==> src/rtl/pwm_pkg.sv <==
// pwm_pkg: shared channel mode and breathe direction types for the Pmod PWM LED samples
package pwm_pkg;
    typedef enum logic {PWM_STATIC, PWM_BREATHE} pwm_mode_e;
    typedef enum logic {DIR_UP, DIR_DOWN} pwm_dir_e;
endpackage

==> src/rtl/pwm_prescaler.sv <==
// pwm_prescaler: one-cycle tick every PRESCALE clocks; ports: clk, rst (sync, active-high) in, tick out
module pwm_prescaler #(
    parameter int PRESCALE = 2700
) (
    input  logic clk,
    input  logic rst,
    output logic tick
);
    localparam int W = PRESCALE > 1 ? $clog2(PRESCALE) : 1;
    logic [W-1:0] presc_cnt;
    assign tick = presc_cnt == W'(PRESCALE - 1);
    always_ff @(posedge clk)
        if (rst) presc_cnt <= '0;
        else presc_cnt <= tick ? '0 : presc_cnt + 1'b1;
endmodule

==> src/rtl/pwm_led_driver.sv <==
// pwm_led_driver: N-channel static/breathing PWM LED driver; ports: clk, rst, cfg_wr/cfg_ch/cfg_mode/cfg_duty config in, led, period_start out
module pwm_led_driver
    import pwm_pkg::*;
#(
    parameter int NUM_CH      = 3,
    parameter int RES_BITS    = 8,
    parameter int PRESCALE    = 2700,
    parameter int ACTIVE_HIGH = 1
) (
    input  logic                                clk,
    input  logic                                rst,
    input  logic                                cfg_wr,
    input  logic [(NUM_CH > 1 ? $clog2(NUM_CH) : 1)-1:0] cfg_ch,
    input  logic                                cfg_mode,
    input  logic [RES_BITS-1:0]                 cfg_duty,
    output logic [NUM_CH-1:0]                   led,
    output logic                                period_start
);
    localparam int CH_W = NUM_CH > 1 ? $clog2(NUM_CH) : 1;
    localparam logic [RES_BITS-1:0] MAX = '1;
    localparam logic [NUM_CH-1:0] OFF = {NUM_CH{ACTIVE_HIGH == 0}};
    logic tick, boundary;
    logic [RES_BITS-1:0] pwm_cnt;
    logic [NUM_CH-1:0] on;
    pwm_prescaler #(.PRESCALE(PRESCALE)) u_presc (
        .clk (clk),
        .rst (rst),
        .tick(tick)
    );
    assign boundary = tick && pwm_cnt == MAX;
    always_ff @(posedge clk)
        if (rst) begin
            pwm_cnt      <= '0;
            period_start <= 1'b0;
            led          <= OFF;
        end else begin
            if (tick) pwm_cnt <= pwm_cnt + 1'b1;
            period_start <= boundary;
            led          <= on ^ OFF;
        end
    for (genvar i = 0; i < NUM_CH; i++) begin : g_ch
        logic [RES_BITS-1:0] sh_duty, level;
        pwm_mode_e sh_mode, mode;
        pwm_dir_e dir, step_dir;
        // direction flips at the peak before stepping, so the peak level lasts exactly one period
        assign step_dir = level == sh_duty ? DIR_DOWN : level == '0 ? DIR_UP : dir;
        assign on[i] = level == MAX || pwm_cnt < level;
        always_ff @(posedge clk)
            if (rst) begin
                sh_duty <= '0;
                sh_mode <= PWM_STATIC;
                mode    <= PWM_STATIC;
                level   <= '0;
                dir     <= DIR_UP;
            end else begin
                if (cfg_wr && cfg_ch == CH_W'(i)) begin
                    sh_duty <= cfg_duty;
                    sh_mode <= pwm_mode_e'(cfg_mode);
                end
                if (boundary) begin
                    mode <= sh_mode;
                    if (sh_mode == PWM_STATIC) level <= sh_duty;
                    else if (mode == PWM_STATIC || sh_duty == '0) begin
                        level <= '0;
                        dir   <= DIR_UP;
                    end else if (level > sh_duty) begin
                        level <= sh_duty;
                        dir   <= DIR_DOWN;
                    end else begin
                        dir   <= step_dir;
                        level <= step_dir == DIR_UP ? level + 1'b1 : level - 1'b1;
                    end
                end
            end
    end
endmodule

==> config.mk <==
export PLATFORM = sky130hd
export DESIGN_NAME = pwm_led_driver
export DESIGN_NICKNAME = d
export VERILOG_FILES = /design/src/rtl/pwm_pkg.sv /design/src/rtl/pwm_prescaler.sv /design/src/rtl/pwm_led_driver.sv
export SDC_FILE = /design/constraint.sdc
export NUM_CORES = 1
export LEC_CHECK = 0
export ABC_AREA = 0
export CAP_MARGIN = 20
export CORE_AREA = 2 2 106 148
export CTS_CLUSTER_DIAMETER = 80
export CTS_CLUSTER_SIZE = 20
export DETAILED_ROUTE_END_ITERATION = 12
export DIE_AREA = 0 0 108 150
export HOLD_SLACK_MARGIN = 0.08
export PLACE_DENSITY = 0.56
export REMOVE_ABC_BUFFERS = 1
export SYNTH_ARGS = -nofsm -noshare
export SYNTH_HDL_FRONTEND = slang
export SYNTH_SLANG_ARGS = --single-unit
==> constraint.sdc <==
create_clock -name clk -period 4.7 [get_ports clk]
set_clock_uncertainty 0.05 [all_clocks]
set_input_delay 0.94 -clock clk [delete_from_list [all_inputs] [get_ports clk]]
set_output_delay 0.94 -clock clk [all_outputs]
set_load 0.02 [all_outputs]
* Yosys cells after proc, flatten, opt, wreduce, memory -nomap -nowiden
Cells that the tools add are included.
Operators by class: $add $sub $neg 8, $lt $le $gt $ge 6, eq/ne operators 10, mux-type cells 24, bitwise operators 3, reduce and logical (&&, ||, !) cells 21
Operators with widths (count):
- 8-bit two-way mux | 12
- 8-bit logical NOT | 6
- 8-bit by 1-bit adder with 8-bit output (second input constant) | 4
- 8-bit equality test (second input constant) | 4
- 8-bit equality test | 3
- 8-bit greater-than comparator | 3
- 8-bit less-than comparator | 3
- 8-bit by 1-bit subtractor with 8-bit output (second input constant) | 3
- 12-bit by 1-bit adder with 12-bit output (second input constant) | 1
- 12-bit equality test (second input constant) | 1
- 1-bit two-way mux | 12
- 1-bit logical OR | 6
- 2-bit AND reduction | 3
- 1-bit logical AND | 4
- 1-bit NOT | 3
- 2-bit by 1-bit equality test with 1-bit output (second input constant) | 1
- 2-bit equality test (second input constant) | 1
- 2-bit logical NOT | 1
- 2-bit OR reduction | 1
Word-level totals: register bits after elaboration 81, input bits 14, output and inout port bits 4, word-level logic and storage cells 91

* Longest topological paths before layout
Gate-level depths: netlist of run 1.
word-level depth 7, mapped depth 13, gate-level depth less buffers 12

* Hierarchy
Synthesis of run 1 repeated with hierarchy kept, for this count alone.
Unflattened totals: cell total of the unflattened synthesis 665, area total of the unflattened synthesis 5581.6 um^2
By module, submodules not included:
- pwm_led_driver | instances 1, cells an instance 605, area an instance 5011.1 um^2, seq. area each 1381.3 um^2
- pwm_prescaler | instances 1, cells an instance 60, area an instance 570.5 um^2, seq. area each 240.2 um^2

* Worst setup path before layout of run 1
Ideal clock, no wire load.
path kind register -> register, start point register g_ch[0].level[0], end point register g_ch[0].level[6], setup time 0.125 ns, arrival 2.852 ns, required time 4.525 ns, setup slack 1.672 ns, stages on the path, launching flop included 14, path buffers 1, period minus slack after synthesis 3.028 ns, cell sequence dfxtp_1 inv_1 ha_1 nand4_1 or2_2 clkbuf_1 nand2_1 fa_1 a21o_1 a21oi_1 nor2b_1 mux2_2 o211ai_1 a31oi_1
On the way: cells in the longest elaborated chain, start to end 7, elaborated cells between the ends (all ways) 11, classes of those cells add/sub: 2; order compare: 1; eq/ne: 1; mux: 6; reduce/logical: 1
Ends and longest elaborated chain:
- start: declaration | line pwm_led_driver.sv:42 | logic [RES_BITS-1:0] sh_duty, level;
- start signal: assignment | line pwm_led_driver.sv:62 | if (sh_mode == PWM_STATIC) level <= sh_duty;
- start signal: assignment | line pwm_led_driver.sv:67 | level <= sh_duty;
- start signal: assignment | line pwm_led_driver.sv:71 | level <= step_dir == DIR_UP ? level + 1'b1 : level - 1'b1;
- parallel branches: the longest is 4 deep, another holds 8-bit by 1-bit adder with 8-bit output
- 8-bit two-way mux * | line pwm_led_driver.sv:66 | end else if (level > sh_duty) begin
- 8-bit two-way mux * | line pwm_led_driver.sv:63 | else if (mode == PWM_STATIC || sh_duty == '0) begin
- 8-bit two-way mux * | line pwm_led_driver.sv:62
Mark *: on every way between the ends. A chain may end at the register's enable or synchronous reset.

* Worst setup path after layout of run 1
start point register g_ch[2].level[0], end point register g_ch[2].level[6]
On the way: cells in the longest elaborated chain, start to end 7, elaborated cells between the ends (all ways) 11, classes of those cells add/sub: 2; order compare: 1; eq/ne: 1; mux: 6; reduce/logical: 1
Ends and longest elaborated chain (line):
- start: declaration | pwm_led_driver.sv:42
- start signal: assignment | pwm_led_driver.sv:62
- start signal: assignment | pwm_led_driver.sv:67
- start signal: assignment | pwm_led_driver.sv:71
- parallel branches: the longest is 4 deep, another holds 8-bit by 1-bit adder with 8-bit output
- 8-bit two-way mux * | pwm_led_driver.sv:66
- 8-bit two-way mux * | pwm_led_driver.sv:63
- 8-bit two-way mux * | pwm_led_driver.sv:62
Marks and branches as above.

==> results of run 1 <==
## power groups by stage
stage	combinational, mW	clock, mW	sequential [mW]
2_1_floorplan	0.197	0	0.719
3_3_place_gp	0.267	0	0.723
3_5_place_dp	0.272	0	0.724
4_1_cts	0.275	0.694	0.708
5_1_grt	0.310	0.721	0.710
6_report	0.278	0.679	0.708
## cells by family (layout without fill, tap and decap cells)
kind of cell	Yosys count	count (layout)	share of synthesized area (%)
DFF	81	81	27.8
muxes	22	22	3.79
xor gates and xnor gates	23	23	3.45
and+or+nand+nor	228	228	18.9
buffers and inverters	89	98	6.34
adders and majority gates	71	71	15.6
AOI/OAI and AO/OA	217	217	24.1
## area by class of cell
| cell class | instances | area share (%) |
|---|---|---|
| timing repair buffer | 20 | 2.93 |
| multi-input combinational | 561 | 60.0 |
| clock inverter | 4 | 0.429 |
| tap | 192 | 3.74 |
| sequential | 81 | 25.3 |
| inverter | 62 | 3.63 |
| clock buffer | 12 | 4.00 |
## worst paths after layout
kind | startpoint | end | slack [ns] | cells past startpoint
setup / recovery | g_ch[2].level[0] | g_ch[2].level[6] | 1.16 | 12
hold / removal | g_ch[1].mode | g_ch[1].mode | 0.41 | 2
setup reg to reg | g_ch[2].level[0] | g_ch[2].level[6] | 1.16 | 12
hold reg to reg | g_ch[1].mode | g_ch[1].mode | 0.41 | 2
## worst max-delay path: cells and delay by family, from the launching register on
kind,cells,cell delay (ns)
simple gates,4,1.06
compound gates,5,0.88
fa+ha+maj,2,0.79
flops,1,0.50
buf+inv,1,0.11
## flip-flops by register name (all words and copies together), names as in the netlist
name               flops
g_ch.level            24
g_ch.sh_duty          24
u_presc.presc_cnt     12
pwm_cnt                8
g_ch.dir               3
g_ch.mode              3
g_ch.sh_mode           3
led                    3
period_start           1
## cells in the final DEF (no fill, tap or decap), types with 13 or more instances in the layout
cell type,n
dfxtp_1,81
nor2_1,80
a21oi_1,74
ha_1,68
inv_1,62
nand2_1,48
a21o_1,28
o211ai_1,24
o21ai_0,24
nand3_1,22
mux2i_1,21
nand4_1,16
clkdlybuf4s50_1,16
xnor2_1,13
## metrics by stage
| stage | instances | cell area (um^2) |
|---|---|---|
| 2_1_floorplan | 704 | 5700 |
| 3_3_place_gp | 916 | 6130 |
| 3_5_place_dp | 916 | 6130 |
| 4_1_cts | 932 | 6410 |
| 5_1_grt | 932 | 6410 |
| 6_report | 932 | 6410 |
## cells in the mapped netlist (all sizes together) (3+ instances only)
cell / number
a21oi: 76
clkbuf: 16
and3: 5
dfxtp: 81
nor4: 12
nand2: 49
inv: 62
nor2: 82
nor2b: 5
or2: 7
or3: 5
o211a: 3
o21ai: 30
ha: 68
o31a: 8
xor2: 10
a211oi: 11
fa: 3
buf: 11
a31oi: 12
nand3: 22
xnor2: 13
a211o: 7
o2111ai: 3
nand2b: 10
nor3: 7
mux2i: 21
o21a: 5
o211ai: 24
a21o: 28
nand4: 16
## metal layers
layer	track usage [%]	vias to the layer above	part of all wire [%]
met5	0	-	0
met3	2.53	34	2.7
met1	24.8	2528	43
met4	8.46	0	3.1
met2	36.1	89	51
li1	-	2639	-
==> results by group, run 1 <==
Route
  – DRT Pass-1 Iters: 4
  – DRT Wirelength: 15700 um
  – Remaining DRCs: 0
  – Vias: 5290
  – DRT antenna net count: 0
  – Wirelength per Cell: 16.8 um
  – Vias per cell: 5.68
  – Initial DRC Count: 208

Timing
  – Fin. max-slew vios: 0
  – Worst-margin pin slew: 0.961 ns
  – Final hold vios: 0
  – Period utilization: 75.4%
  – RSZ-0062 raised after global routing: false
  – Setup Viol. Count Final: 0
  – Setup TNS: 0 ns
  – Rel. slew slack: 35.9%
  – Highest clock rate: 0.282 GHz
  – Setup ws final: 1.16 ns
  – Fin crit period: 3.54 ns
  – Worst hold slack: 0.411 ns

Power and ir drop
  – Switching power: 0.477 mW
  – Pleak: 2.53 nW
  – Final Power: 1.66 mW
  – Pint: 1.19 mW
  – Register share of total power: 42.6%
  – Power Dens Cells: 260 nW/um^2
  – Comb power frac: 16.7%
  – Clock power share: 40.8%
  – Max IR drop VDD: 0.171 mV
  – Switching share of power: 28.7%

Clock tree
  – Inserted Clock Buffers: 9
  – Max Buffers Root-to-Sink: 2
  – Worst-path clk slew: 0.06 ns
  – Clk_lat worst skew: 0.34 ns
  – H-tree depth: 3
  – Clock sink count: 81
  – Setup Buffers After CTS: 0
  – TritonCTS clock tree: built
  – Clock Tree Root: clkbuf_16
  – Gates resized, CTS repair: 0
  – Post-cts hold buffer count: 0

Logic synthesis
  – Primary FF master, synth: dfxtp_1
  – Post-synthesis cell area: 5840 um^2
  – Post-synth cell types: 56
  – Sequential share of the synthesized area: 27.8%
  – Cells after synthesis: 731
  – Top cell type's share of synthesized area: 27.8%
  – Yosys Warn Count: 0
  – Post-Synthesis Mean Instance Area: 7.99 um^2
  – EDFF count, synth: 0
  – Seq cells post-synth: 81
  – Synth area leaders: dfxtp_1 (28%), ha_1 (15%), a21oi_1 (6.3%)
  – Ys async rst share: 0%
  – Area leader, netlist: dfxtp_1

Placed design
  – Final HPWL from detailed placement: 12000 um
  – IO Port Bufs: 17
  – Routability congestion estimate: 0.924
  – Setup slack at placement: 1.20 ns

Layout
  – Layout cells sized above 1: 4.73%
  – Register area: 1620 um^2
  – Fin util: 43.0%
  – Nets: 820
  – Area of the multi-input gates: 3850 um^2
  – Area growth, synth to finish: 9.88%
  – Fill cell count: 1516
  – Ant diodes: 0

Die
  – Die area: 16200 um^2
  – Number of I/O pins: 18
  – Die span in y: 150 um
  – Core area: 14900 um^2
  – Rows: 53
  – Initial Util: 39.1%
  – Die X: 108 um

Critical path
  – CP max stage delay: 0.51 ns
  – Peak fanout along the critical path: 9
  – Crit path launch type: flip-flop
  – Crit path kind: reg -> reg
  – Cells along the critical path: inv_1, ha_1, nand4_1, or2_0, nand2_1, fa_1, a21o_1, a21oi_1, nor4bb_1, a31o_2, o21bai_1, a31oi_1
  – CP max-delay cell: fa_1
  – WP data arrival: 3.68 ns
  – Type of destination of the critical path: flip-flop
  – Req. time, crit path: 4.83 ns

Global routing
  – Total grt overflow: 0
  – Largest net degree at the start of global routing: 41
  – Vias in the first global route: 5222
  – Antenna violations before repair: 0
  – First-pass GRT wire length: 26200 um
  – Gr usage total: 20.4%

Outcome
  – Status: complete, no violations

Flow run
  – Max Cap Viol: 0

Min path
  – Hold Path Class: reg -> reg
Power figures use the tool's default switching activity.
==> run 2: changes to the inputs <==
--- a/config.mk
+++ b/config.mk
@@ -13,7 +13,7 @@
 export DETAILED_ROUTE_END_ITERATION = 12
 export DIE_AREA = 0 0 108 150
 export HOLD_SLACK_MARGIN = 0.08
-export PLACE_DENSITY = 0.56
+export PLACE_DENSITY = 0.58
 export REMOVE_ABC_BUFFERS = 1
 export SYNTH_ARGS = -nofsm -noshare
 export SYNTH_HDL_FRONTEND = slang
==> constraint.sdc (replaced) <==
create_clock -name clk -period 3.1 [get_ports clk]
set_clock_uncertainty 0.05 [all_clocks]
set_input_delay 0.62 -clock clk [delete_from_list [all_inputs] [get_ports clk]]
set_output_delay 0.62 -clock clk [all_outputs]
set_load 0.02 [all_outputs]
==> run 2 against run 1 <==
Effect of this change:
- core utilization increased by 2.6 points
- power increased by 61%
- final cell count increased by 4.2%
- routed wire length increased by 3.4%
==> results by group, run 2 (synthesis gave the netlist of run 1 again) <==
Route
  – DRT Pass-1 Iters: 4 (unchanged)
  – DRT antenna net count: 0 (unchanged)
  – Initial DRC Count: 218 (+4.8%)
  – Wirelength per Cell: 16.7 um (-0.78%)
  – DRT Wirelength: 16200 um (+3.4%)
  – Remaining DRCs: 0 (unchanged)
  – Vias: 5410 (+2.3%)
  – Vias per cell: 5.57 (-1.8%)

Critical path
  – Req. time, crit path: 3.30 ns (-1.53 ns)
  – Cells along the critical path: inv_1, ha_1, nand4_1, or2_1, nand2_2, buf_4, ha_1, nand2_1, o2111ai_1, a31oi_2, xor2_1, o211ai_1, a311oi_2
  – Capturing point of the worst reg2reg path: g_ch[2].level[7]
  – Crit path kind: reg -> reg
  – Crit path launch type: flip-flop
  – CP startpoint: g_ch[2].sh_duty[2]
  – R2r setup slk: 0.13 ns (-1.03 ns)
  – R2R depth: 13 (+1)
  – Peak fanout along the critical path: 5 (-4)
  – Most frequent CP cell: ha_1
  – Type of destination of the critical path: flip-flop
  – WP data arrival: 3.17 ns (-0.51 ns)
  – CP max stage delay: 0.34 ns (-0.17 ns)
  – Reg-to-reg startpoint: g_ch[2].sh_duty[2]
  – CP max-delay cell: dfxtp_2

Power and ir drop
  – Pleak: 2.76 nW (+9.1%)
  – Switching share of power: 27.9% (-0.74 points)
  – Clock power share: 41.9% (+1.1 points)
  – Comb power frac: 18.0% (+1.3 points)
  – Final Power: 2.68 mW (+61%)
  – Pint: 1.93 mW (+62%)
  – Power Dens Cells: 393 nW/um^2 (+51%)
  – Register share of total power: 40.1% (-2.5 points)
  – Switching power: 0.747 mW (+57%)
  – Max IR drop VDD: 0.324 mV (+90%)

Global routing
  – First-pass GRT wire length: 26600 um (+1.7%)
  – Gr usage total: 20.6% (+0.18 points)
  – Total grt overflow: 0 (unchanged)
  – Vias in the first global route: 5445 (+4.3%)
  – Antenna violations before repair: 0 (unchanged)
  – Largest net degree at the start of global routing: 37 (-9.8%)

Min path
  – Hold Path End: u_presc.presc_cnt[0]
  – Worst Min Path Start: u_presc.presc_cnt[0]
  – Worst hold path depth: 1 (-1)
  – Hold Path Class: reg -> reg

Clock tree
  – Inserted Clock Buffers: 9 (unchanged)
  – TritonCTS clock tree: built
  – Clk_lat worst skew: 0.34 ns (about the same)
  – Clock Tree Root: clkbuf_16
  – Clock sink count: 81 (unchanged)
  – Post-cts hold buffer count: 0 (unchanged)
  – Max Buffers Root-to-Sink: 2 (unchanged)
  – Worst-path clk slew: 0.06 ns (about the same)
  – H-tree depth: 3 (unchanged)

Placed design
  – IO Port Bufs: 17 (unchanged)
  – Final HPWL from detailed placement: 12600 um (+5.3%)
  – Routability congestion estimate: 0.893 (-3.4%)

Timing
  – Final hold vios: 0 (unchanged)
  – Setup Viol. Count Final: 0 (unchanged)
  – Setup TNS: 0 ns (unchanged)
  – Rel. slew slack: 41.3% (+5.4 points)
  – Worst-margin pin slew: 0.881 ns (-0.0801 ns)
  – Fin crit period: 2.97 ns (-0.575 ns)
  – Fin. max-slew vios: 0 (unchanged)
  – Period utilization: 95.8% (+20 points)
  – Highest clock rate: 0.337 GHz (+19%)

Layout
  – Layout cells sized above 1: 11.7% (+7.0 points)
  – Top flop regs: g_ch.level: 24 flops, g_ch.sh_duty: 24 flops, u_presc.presc_cnt: 12 flops
  – Ant diodes: 0 (unchanged)
  – Most frequent cells in the layout: nor2_1 (80), dfxtp_1 (78), a21oi_1 (69)
  – Nets: 859 (+4.8%)
  – Most common cell after layout, fill and taps aside: nor2_1
  – Area growth, synth to finish: 16.6%
  – Fill cell count: 1548 (+2.1%)

Die
  – Die X: 108 um (unchanged)
  – Initial Util: 39.1% (unchanged)
  – Rows: 53 (unchanged)
  – Die span in y: 150 um (unchanged)
  – Die area: 16200 um^2 (unchanged)
  – Core area: 14900 um^2 (unchanged)
  – Number of I/O pins: 18 (unchanged)

Flow run
  – Max Cap Viol: 0 (unchanged)

Outcome
  – Status: complete, no violations
==> run 2: layout make-up <==
class | count | area, um^2 | share of cell area (%)
Clock buffer | 11 | 253 | 3.71
Clock inverter | 5 | 62.6 | 0.919
Inverter | 62 | 233 | 3.42
Multi-Input combinational cell | 561 | 3910 | 57.5
Sequential cell | 81 | 1630 | 23.9
Tap cell | 192 | 240 | 3.53
Timing Repair Buffer | 59 | 480 | 7.06
==> run 2: how the worst max path moves through the flow <==
stage,endpoint,slack [ns],cells after the start
2_1_floorplan,g_ch[2].level[6],0.09,12
3_3_place_gp,g_ch[2].level[7],0.05,12
3_5_place_dp,g_ch[2].level[7],-0.02,12
4_1_cts,g_ch[2].level[7],0.0007,13
5_1_grt,g_ch[2].level[7],-0.04,13
6_report,g_ch[2].level[7],0.13,13
==> run 2: metrics by stage <==
step | utilization [%] | worst slack (ns) | instance area [um^2] | std cells | hold WS [ns]
2_1_floorplan | - | 0.0853 | 5700 | 704 | 0.368
3_3_place_gp | 42.8 | 0.0548 | 6380 | 950 | 0.378
3_5_place_dp | 42.8 | -0.0207 | 6380 | 950 | 0.389
4_1_cts | 44.9 | 0.000673 | 6700 | 966 | 0.404
5_1_grt | 45.6 | -0.0365 | 6810 | 971 | 0.416
6_report | 45.6 | 0.131 | 6810 | 971 | 0.396
==> run 2: layer usage <==
| layer | share of wire (%) | GRT usage, % | up-vias |
|---|---|---|---|
| li1 | - | - | 2713 |
| met1 | 43 | 24.2 | 2585 |
| met2 | 52 | 37.5 | 84 |
| met3 | 2.7 | 2.96 | 28 |
| met4 | 2.9 | 7.82 | 0 |
| met5 | 0 | 0 | - |
==> run 2: critical path, delay by kind of cell, from the launching register on <==
kind,cells,cell delay [ns]
AO/OA/AOI/OAI,4,0.78
XOR/XNOR,1,0.22
adder cells (fa/ha/maj),2,0.57
buffers and inverters,2,0.24
flip-flops,1,0.34
AND/OR/NAND/NOR,4,0.67
==> run 2: power by group through the flow <==
stage          sequential, mW  clock [mW]  combinational, mW
6_report                 1.07        1.12              0.481
2_1_floorplan            1.09           0              0.298
5_1_grt                  1.07        1.17              0.534
3_5_place_dp             1.10           0              0.449
3_3_place_gp             1.10           0              0.438
4_1_cts                  1.07        1.14              0.454
==> run 2: timing repair <==
item                                    CTS  global route
buffers inserted                          0             5
pin swaps                                 0            11
endpoints found under the setup margin    1             7
resized for setup                         1            18
